--- src/rtl/rx_block_ctrl.sv ---
// rx_block_ctrl: handshake FSM steering an external 64-in/128-out shift register
// that assembles two half-blocks into one AES block.
module rx_block_ctrl #(
  parameter int CNT_WIDTH = 8
) (
  input  logic                 clk,
  input  logic                 n_rst,
  input  logic                 word_valid,
  output logic                 word_ready,
  output logic                 shift_enable,
  input  logic                 flush,
  output logic                 block_valid,
  input  logic                 block_ready,
  output logic [CNT_WIDTH-1:0] block_count,
  output logic                 half_full
);
  typedef enum logic [1:0] {EMPTY, HALF, FULL} state_t;
  state_t state, state_nx;
  logic   take;
  always_ff @(posedge clk)
    if (!n_rst) begin
      state       <= EMPTY;
      block_count <= '0;
    end else begin
      state <= state_nx;
      if (take) block_count <= block_count + CNT_WIDTH'(1);
    end
  // consuming a held block frees the register, so a new half may shift in on the same edge
  always_comb begin
    block_valid  = state == FULL;
    half_full    = state == HALF;
    word_ready   = !flush && (!block_valid || block_ready);
    shift_enable = word_valid && word_ready;
    take         = block_valid && block_ready && !flush;
    state_nx     = flush ? EMPTY :
                   take ? (shift_enable ? HALF : EMPTY) :
                   shift_enable ? (half_full ? FULL : HALF) : state;
  end
endmodule
--- config.mk ---
export PLATFORM = sky130hd
export DESIGN_NAME = rx_block_ctrl
export DESIGN_NICKNAME = d
export VERILOG_FILES = /design/src/rtl/rx_block_ctrl.sv
export SDC_FILE = /design/constraint.sdc
export NUM_CORES = 1
export LEC_CHECK = 0
export BUFFER_PORTS_ARGS = -buffer_cell sky130_fd_sc_hd__buf_2
export CAP_MARGIN = 40
export CORE_AREA = 5 5 42 44
export CTS_CLUSTER_SIZE = 14
export DETAILED_ROUTE_END_ITERATION = 16
export DIE_AREA = 0 0 47 49
export PLACE_DENSITY = 0.69
export SETUP_SLACK_MARGIN = 0.05
export SYNTH_ARGS = -nofsm -noshare
export SYNTH_HDL_FRONTEND = slang
export SYNTH_SLANG_ARGS = --single-unit
--- constraint.sdc ---
create_clock -name clk -period 3.8 [get_ports clk]
set_input_delay 0.19 -clock clk [delete_from_list [all_inputs] [get_ports clk]]
set_output_delay 0.19 -clock clk [all_outputs]
set_load 0.01 [all_outputs]
* Yosys cells after proc, flatten, opt, wreduce, memory -nomap -nowiden
Cells that the tools add are included.
** Storage, ports and cells
- Register bits after elaboration :: 10
- Bits of input ports :: 5
- Word-level logic and storage cells :: 19
** Cells by class
- $add $sub $neg :: 1
- Eq/ne operators :: 2
- Multiplexer cells :: 4
- Bitwise logic cells :: 1
- Reductions and logical operators :: 9
** Operator list (count)
- $add A8 B1 Y8 const B :: 1
- $mux W2 :: 3
- $logic_and A1 B1 Y1 :: 4
- $eq A2 B1 Y1 const B :: 1
- $eq A2 B2 Y1 const B :: 1
- $logic_not A1 Y1 :: 2
- $reduce_bool A2 Y1 :: 1
- $reduce_or A2 Y1 :: 1
- $logic_or A1 B1 Y1 :: 1
- $mux W1 :: 1
- $not A1 Y1 :: 1

* Longest topological paths before layout
Gate-level depths: netlist of the first run.
- Depth in word-level cells :: 7
- Depth in mapped cells :: 4
- Mapped depth without buffers :: 4

* Least setup slack after synthesis of the first run
No wires, ideal clock.
- Path kind :: flip-flop to flip-flop
- Start point :: register block_count[0]
- End point :: register block_count[4]
- Library setup time :: 0.070 ns
- Data arrival time :: 1.252 ns
- Data required time :: 3.730 ns
- Setup slack :: 2.478 ns
- Stages on the path, launching flop included :: 5
- Buffers on the path :: 0
- Clock period less this slack :: 1.322 ns
- Path through :: dfxtp_1 ha_1 inv_1 or4_1 a21boi_1
** Between the ends
- Word-level cells in the longest chain between the ends :: 1
** RTL lines
- start, declared :: line 14 : output logic [CNT_WIDTH-1:0] block_count,
- start signal, assigned :: line 26 : if (take) block_count <= block_count + CNT_WIDTH'(1);
- $add A8 B1 Y8 :: line 26
No other way between the ends.
A chain may end at the register's enable or synchronous reset.

* Final worst setup path of the first run
- Start point :: register state[1]
- End point :: output port shift_enable
** Between the ends
- Word-level cells in the longest chain between the ends :: 5
** RTL lines
- start, declared :: line 18 : state_t state, state_nx;
- start signal, assigned :: line 25 : state <= state_nx;
- $eq A2 B2 Y1 :: line 30 : block_valid = state == FULL;
- $logic_not A1 Y1 :: line 32 : word_ready = !flush && (!block_valid || block_ready);
- $logic_or A1 B1 Y1 :: line 32
- $logic_and A1 B1 Y1 :: line 32
- $logic_and A1 B1 Y1 :: line 33 : shift_enable = word_valid && word_ready;
- end, declared :: line 10 : output logic shift_enable,
No other way between the ends.

==> qor.yml, run 1 <==
power_and_ir_drop:
  share_comb_of_total_power: 0.076
  worst_ir_drop_vdd_mv: 0.165
  power_mw: 0.188
  power.share.sequential: 0.566
  switchingPower_mw: 0.0393
  cellPowerDensity_nw_per_um2: 293
  switching_share: 0.209
  power.internal_mw: 0.149
  power_frac_clock: 0.357
  leakage_nw: 0.265
cells_and_area:
  final_util: 0.458
  fillers: 148
  layout.nets: 81
  area_used_by_multi_input_combinational_logic_um2: 304
  n_antenna_cell: 0
  share_of_final_layout_standard_cells_stronger_than_drive_strength_1: 0.288
  seq_area_um2: 200
  areaGrowthSynthToFinish_pct: 21.6
  post_layout_nonfiller_instances: 89
clock_tree:
  cts.reportedPaths.clkPinSlew_ns: 0.05
  cts_sinks: 10
  worst_skew_pair.late_latency_ns: 0.26
  cts-hold-fix-buffers: 0
  ctsResizeCount: 0
  cts_root_buf: "sky130_fd_sc_hd__clkbuf_4"
  cts_setup_buffers: 0
  tritoncts.num_buffers: 3
  cts.path.max_buffers: 2
  clock_tree_from_tritoncts: "built"
  h-tree-depth: 1
die:
  num_rows: 14
  die_area_um2: 2300
  initial_utilization: 0.377
  die-height_um: 49
  coreArea_um2: 1400
  die_x_um: 47
  top_level_pins: 17
worst_setup_path:
  worstPathBufferInverterCount: 1
  worst_setup_path_start_kind: "flop"
  arrival_time_of_the_worst_setup_path_ns: 1.25
  critical_path.max_stage_delay_ns: 0.42
  critical-path-slowest-cell: "sky130_fd_sc_hd__dfxtp_1"
  path_class: "reg2out"
  critPathMaxFanout: 5
  timing.critical_path.max_delay_family: "flip-flops"
  end_kind: "primary output"
  timing.critical_path.required_ns: 3.61
  cp_cell_sequence: "nor2b_1 -> a21oi_1 -> and2_1 -> buf_2"
global_routing:
  grt-busiest-layer: "met2"
  grt_overall_usage: 0.106
  globalRouteOverflowTotal: 0
  groute.layer.met3.usage: 0.0554
  first_global_vias: 418
  largest_net_degree_at_the_start_of_global_routing: 14
  grt_met2_use: 0.158
  grt_first_pass_wirelength_um: 1770
  antenna_found_initial: 0
  grtUsageMet1: 0.124
yosys:
  synth.net_count: 62
  yosys.cell_types.count: 29
  synth.largest_area_cell: "sky130_fd_sc_hd__dfxtp_1"
  synth_cells: 56
  ys_seq_elements: 10
  proportion_of_register_bits_with_asynchronous_set_or_reset_after_synthesis: 0
  syn-cell-area_um2: 528
  synth-main-ff-cell: "sky130_fd_sc_hd__dfxtp_1"
  seq_area_frac_synth: 0.379
  yosysWarnings: 0
  synth_enable_flop_cells: 0
  synthesis.area_per_instance_um2: 9.43
  synth_top_cells_by_area: "sky130_fd_sc_hd__dfxtp_1 (38%), sky130_fd_sc_hd__mux2i_1 (5.7%), sky130_fd_sc_hd__nand4bb_4 (5.2%), sky130_fd_sc_hd__nand2b_1 (3.6%), sky130_fd_sc_hd__o311ai_0 (3.3%)"
  yosys.area.top_type_share: 0.379
sta:
  max-slew-margin-rel: 0.784
  clock.fmax_ghz: 0.694
  tightestPinTransition_ns: 0.320
  maxSlewViolCount: 0
  final.min_clock_period_ns: 1.44
  rsz0062_at_grt: "false"
  final_setup_vio_count: 0
  timing.final.hold_violations: 0
  min_period_over_period: 0.379
  final.hold.worst_slack_ns: 0.163
  setup_tns_ns: 0
  clock_skews_ns: 0.00404
drt:
  dr.first_iter.drc_count: 10
  drt-pass1-iter-count: 4
  post_route_antenna_net_violation_count: 0
  detail_route.vias_per_cell: 5.38
  post-route-drc-count: 0
  drt-total-wl_um: 1020
  routed-via-count: 479
  post_drt_wl_per_cell_um: 11.5
placement:
  place_inst: 86
  place.port_buffers: 16
  gp_routability_congestion: 0.702
  hpwl_um: 816
outcome:
  run_status: "completed"
worst_hold_path:
  timing.hold.worst.class: "in2reg"
job:
  cap_violations: 0
==> worst paths after layout <==
| kind | startpoint | to | slack, ns | cells past startpoint |
|---|---|---|---|---|
| hold reg to reg | block_count[7] | block_count[7] | 0.46 | 2 |
| setup reg to reg | state[1] | block_count[5] | 2.39 | 3 |
| setup / recovery | state[1] | shift_enable | 2.36 | 4 |
| hold / removal | word_valid | state[0] | 0.16 | 2 |
==> area by class of cell <==
class | instances | area share
clock buffer | 3 | 0.0351
multi-input combinational | 40 | 0.474
timing repair buffer | 16 | 0.125
tap | 16 | 0.0312
inverter | 4 | 0.0234
sequential | 10 | 0.312
==> flip-flops by register name (all words and copies together), names as in the netlist <==
| signal | flops |
|---|---|
| block_count | 8 |
| state | 2 |
==> stage by stage <==
step / setup slack (ns) / area (um2)
2_1_floorplan: 2.48 / 528
3_3_place_gp: 2.43 / 619
3_5_place_dp: 2.39 / 619
4_1_cts: 2.33 / 642
5_1_grt: 2.22 / 642
6_report: 2.36 / 642
==> worst reg2reg max path, cell delays in order, from the launching register on <==
cell                        delay, ns
sky130_fd_sc_hd__dfxtp_1         0.42
sky130_fd_sc_hd__nand4bb_4       0.24
sky130_fd_sc_hd__or4_1           0.55
sky130_fd_sc_hd__a21boi_1        0.14
==> power groups by stage <==
stage	logic, mW	registers, mW	clock network [mW]
after global placement	0.0145	0.109	0
after floorplan	0.00846	0.109	0
final	0.0144	0.107	0.0673
after CTS	0.0145	0.107	0.0708
after detailed placement	0.0145	0.109	0
after global routing	0.0163	0.107	0.0749
==> cell usage after synthesis (all sizes together), types with 2 or more instances <==
cell,number
a21boi,3
nand2,4
dfxtp,10
nor2b,2
and2,2
o31ai,2
nand2b,3
inv,4
o311ai,2
or4,2
a21oi,2
o41ai,2
mux2i,3
==> cell families after synthesis <==
group                    Yosys count  share of synthesized area
AO/OA/AOI/OAI                     14                      0.194
XOR/XNOR                           1                     0.0166
adder cells (fa/ha/maj)            1                     0.0237
buffers and inverters              6                     0.0450
flip-flops                        10                      0.379
multiplexers                       3                     0.0569
AND/OR/NAND/NOR                   21                      0.284
==> metal layers <==
metal  part of all wire  wire, um
met1               0.43       439
met2               0.49       501
met3              0.065        66
met5                  0         0
met4              0.012        12
==> layout by cell type (no fill, tap or decap), types with 3 or more instances in the layout <==
| master | n |
|---|---|
| sky130_fd_sc_hd__clkbuf_4 | 3 |
| sky130_fd_sc_hd__inv_1 | 4 |
| sky130_fd_sc_hd__buf_2 | 16 |
| sky130_fd_sc_hd__nand2b_1 | 3 |
| sky130_fd_sc_hd__dfxtp_1 | 10 |
| sky130_fd_sc_hd__nand2_1 | 4 |
| sky130_fd_sc_hd__mux2i_1 | 3 |
Power figures use the tool's default switching activity.
==> run 2, diff against run 1 <==
clock period = 1.5 ns   (was 3.8 ns; I/O delays follow)
==> run 2 against run 1 <==
Effect of this change:
- routed wire length grew 12%
- setup slack worse by 2.2 ns
- power rose to 3.0 times the previous value
==> qor.yml, run 2 (synthesized netlist as in run 1, its figures left out) <==
cells_and_area:
  top_register: "block_count"  # unchanged
  largest_reg_flops: 8  # unchanged
  layout.nets: 84  # was 81
  fillers: 136  # was 148
  top_regs: "block_count x8, state x2"  # unchanged
  share_of_final_layout_standard_cells_stronger_than_drive_strength_1: 0.338  # was 0.288
  areaGrowthSynthToFinish_pct: 28.9  # was 21.6%
  n_antenna_cell: 0  # unchanged
  final_cell_mix: "sky130_fd_sc_hd__buf_2 (16), sky130_fd_sc_hd__dfxtp_1 (10), sky130_fd_sc_hd__inv_1 (4), sky130_fd_sc_hd__nand2_1 (4)"  # unchanged
  final_util: 0.486  # was 0.458
  post_layout_nonfiller_instances: 93  # was 89
  layout.cells.most_common: "sky130_fd_sc_hd__buf_2"  # unchanged
sta:
  timing.final.hold_violations: 0  # unchanged
  post_route_setup_slack_ns: 0.126  # was 2.36 ns
  rsz0062_at_grt: "false"  # unchanged
  tightestPinTransition_ns: 0.337  # was 0.320 ns
  final.min_clock_period_ns: 1.37
  final_setup_vio_count: 0  # unchanged
  clock_skews_ns: 0.00364  # was 0.00404 ns
  max-slew-margin-rel: 0.773  # was 0.784
  min_period_over_period: 0.916
  setup_tns_ns: 0  # unchanged
  maxSlewViolCount: 0  # unchanged
  clock.fmax_ghz: 0.728
die:
  coreArea_um2: 1400  # unchanged
  num_rows: 14  # unchanged
  die_x_um: 47  # unchanged
  die_area_um2: 2300  # unchanged
  top_level_pins: 17  # unchanged
  die-height_um: 49  # unchanged
  initial_utilization: 0.377  # unchanged
worst_hold_path:
  hold_path.startpoint: "word_valid"  # unchanged
  min_delay_path_depth: 2  # unchanged
  timing.hold.worst.class: "in2reg"  # unchanged
  min_delay_worst_endpoint: "state[0]"  # unchanged
worst_setup_path:
  r2r-end: "block_count[5]"  # unchanged
  critPathMaxFanout: 10  # was 5
  path_class: "reg2reg"  # was reg2out
  r2r_cells: 3  # unchanged
  arrival_time_of_the_worst_setup_path_ns: 1.58  # was 1.25 ns
  reg2reg_slack_ns: 0.13  # was 2.39 ns
  startpoint: "state[0]"  # was state[1]
  reg_to_reg_critical_path_startpoint: "state[0]"  # was state[1]
  worst_setup_path_start_kind: "flop"  # unchanged
  timing.critical_path.required_ns: 1.70  # was 3.61 ns
  end_kind: "flop"  # was primary output
drt:
  wl_met1_um: 541  # was 439 um
  dr.first_iter.drc_count: 12  # was 10
  top_signal_layer_used: "met4"  # unchanged
  met2_wirelength_um: 490  # was 501 um
  post-route-drc-count: 0  # unchanged
  drt-pass1-iter-count: 4  # unchanged
  routed-via-count: 481  # was 479
  post_drt_wl_per_cell_um: 12.3  # was 11.5 um
  drt-total-wl_um: 1140  # was 1020 um
  routed-wl-met3_um: 78  # was 66 um
  post_route_antenna_net_violation_count: 0  # unchanged
  detail_route.vias_per_cell: 5.17  # was 5.38
placement:
  hpwl_um: 812  # was 816 um
  dp_worst_setup_slack_ns: 0.0843  # was 2.39 ns
  gp_routability_congestion: 0.691  # was 0.702
  place.port_buffers: 16  # unchanged
  place_inst: 86  # unchanged
global_routing:
  grt_first_pass_wirelength_um: 1840  # was 1770 um
  largest_net_degree_at_the_start_of_global_routing: 14  # unchanged
  first_global_vias: 412  # was 418
  globalRouteOverflowTotal: 0  # unchanged
  grt_overall_usage: 0.110  # was 0.106
  antenna_found_initial: 0  # unchanged
power_and_ir_drop:
  cellPowerDensity_nw_per_um2: 820  # was 293 nW/um2
  power_mw: 0.558  # was 0.188 mW
  worst_ir_drop_vdd_mv: 0.438  # was 0.165 mV
  leakage_nw: 0.285  # was 0.265 nW
job:
  cap_violations: 0  # unchanged
outcome:
  run_status: "completed"  # unchanged
clock_tree:
  cts_root_buf: "sky130_fd_sc_hd__clkbuf_4"  # unchanged
  worst_skew_pair.late_latency_ns: 0.27  # was 0.26 ns
  h-tree-depth: 1  # unchanged
  tritoncts.num_buffers: 3  # unchanged
  cts.reportedPaths.clkPinSlew_ns: 0.07  # was 0.05 ns
  cts_sinks: 10  # unchanged
  clock_tree_from_tritoncts: "built"  # unchanged
  cts-hold-fix-buffers: 0  # unchanged
  cts.path.max_buffers: 2  # unchanged
==> run 2: what timing repair did <==
| action | 4_1_cts | 5_1_grt |
|---|---|---|
| gates resized for setup | 0 | 1 |
| endpoints found under the setup margin | 0 | 4 |
| buffers inserted | 0 | 3 |
==> run 2: final cells by class <==
class / count / area, um2 / area share
repair buffers: 19 / 103 / 0.151
clock buffers: 4 / 36.3 / 0.0533
well taps: 16 / 20.0 / 0.0294
flip-flops and latches: 10 / 200 / 0.294
multi-input cells: 40 / 307 / 0.450
inverters: 4 / 15.0 / 0.0221
==> run 2: routing by layer <==
layer,vias up,GRT usage
met5,-,0
met4,0,0.0829
met3,4,0.0258
met2,12,0.154
met1,216,0.138
li1,249,-
==> run 2: worst max-delay path, stage by stage, from the launching register on <==
cell and delay (ns):
sky130_fd_sc_hd__dfxtp_1 0.35, sky130_fd_sc_hd__nand4bb_4 0.28, sky130_fd_sc_hd__or4_1 0.53, sky130_fd_sc_hd__a21boi_1 0.14
==> run 2: power by group <==
part / switching (mW) / internal, mW / total (mW)
combinational: 0.0192 / 0.0182 / 0.0374
sequential: 0.00260 / 0.267 / 0.270
clock: 0.103 / 0.148 / 0.251
total: 0.125 / 0.433 / 0.558
==> run 2: per-stage QoR <==
step	hold slack, ns	cell area (um2)
2_1_floorplan	0.169	528
3_3_place_gp	0.330	619
3_5_place_dp	0.326	619
4_1_cts	0.0384	656
5_1_grt	0.0631	681
6_report	0.0416	681
==> run 2: worst max-delay path by stage <==
stage / to / cells past startpoint
floorplan: block_count[4] / 4
global placement: block_count[5] / 3
detailed placement: block_count[5] / 3
CTS: block_count[5] / 3
global route: shift_enable / 4
finish: block_count[5] / 3
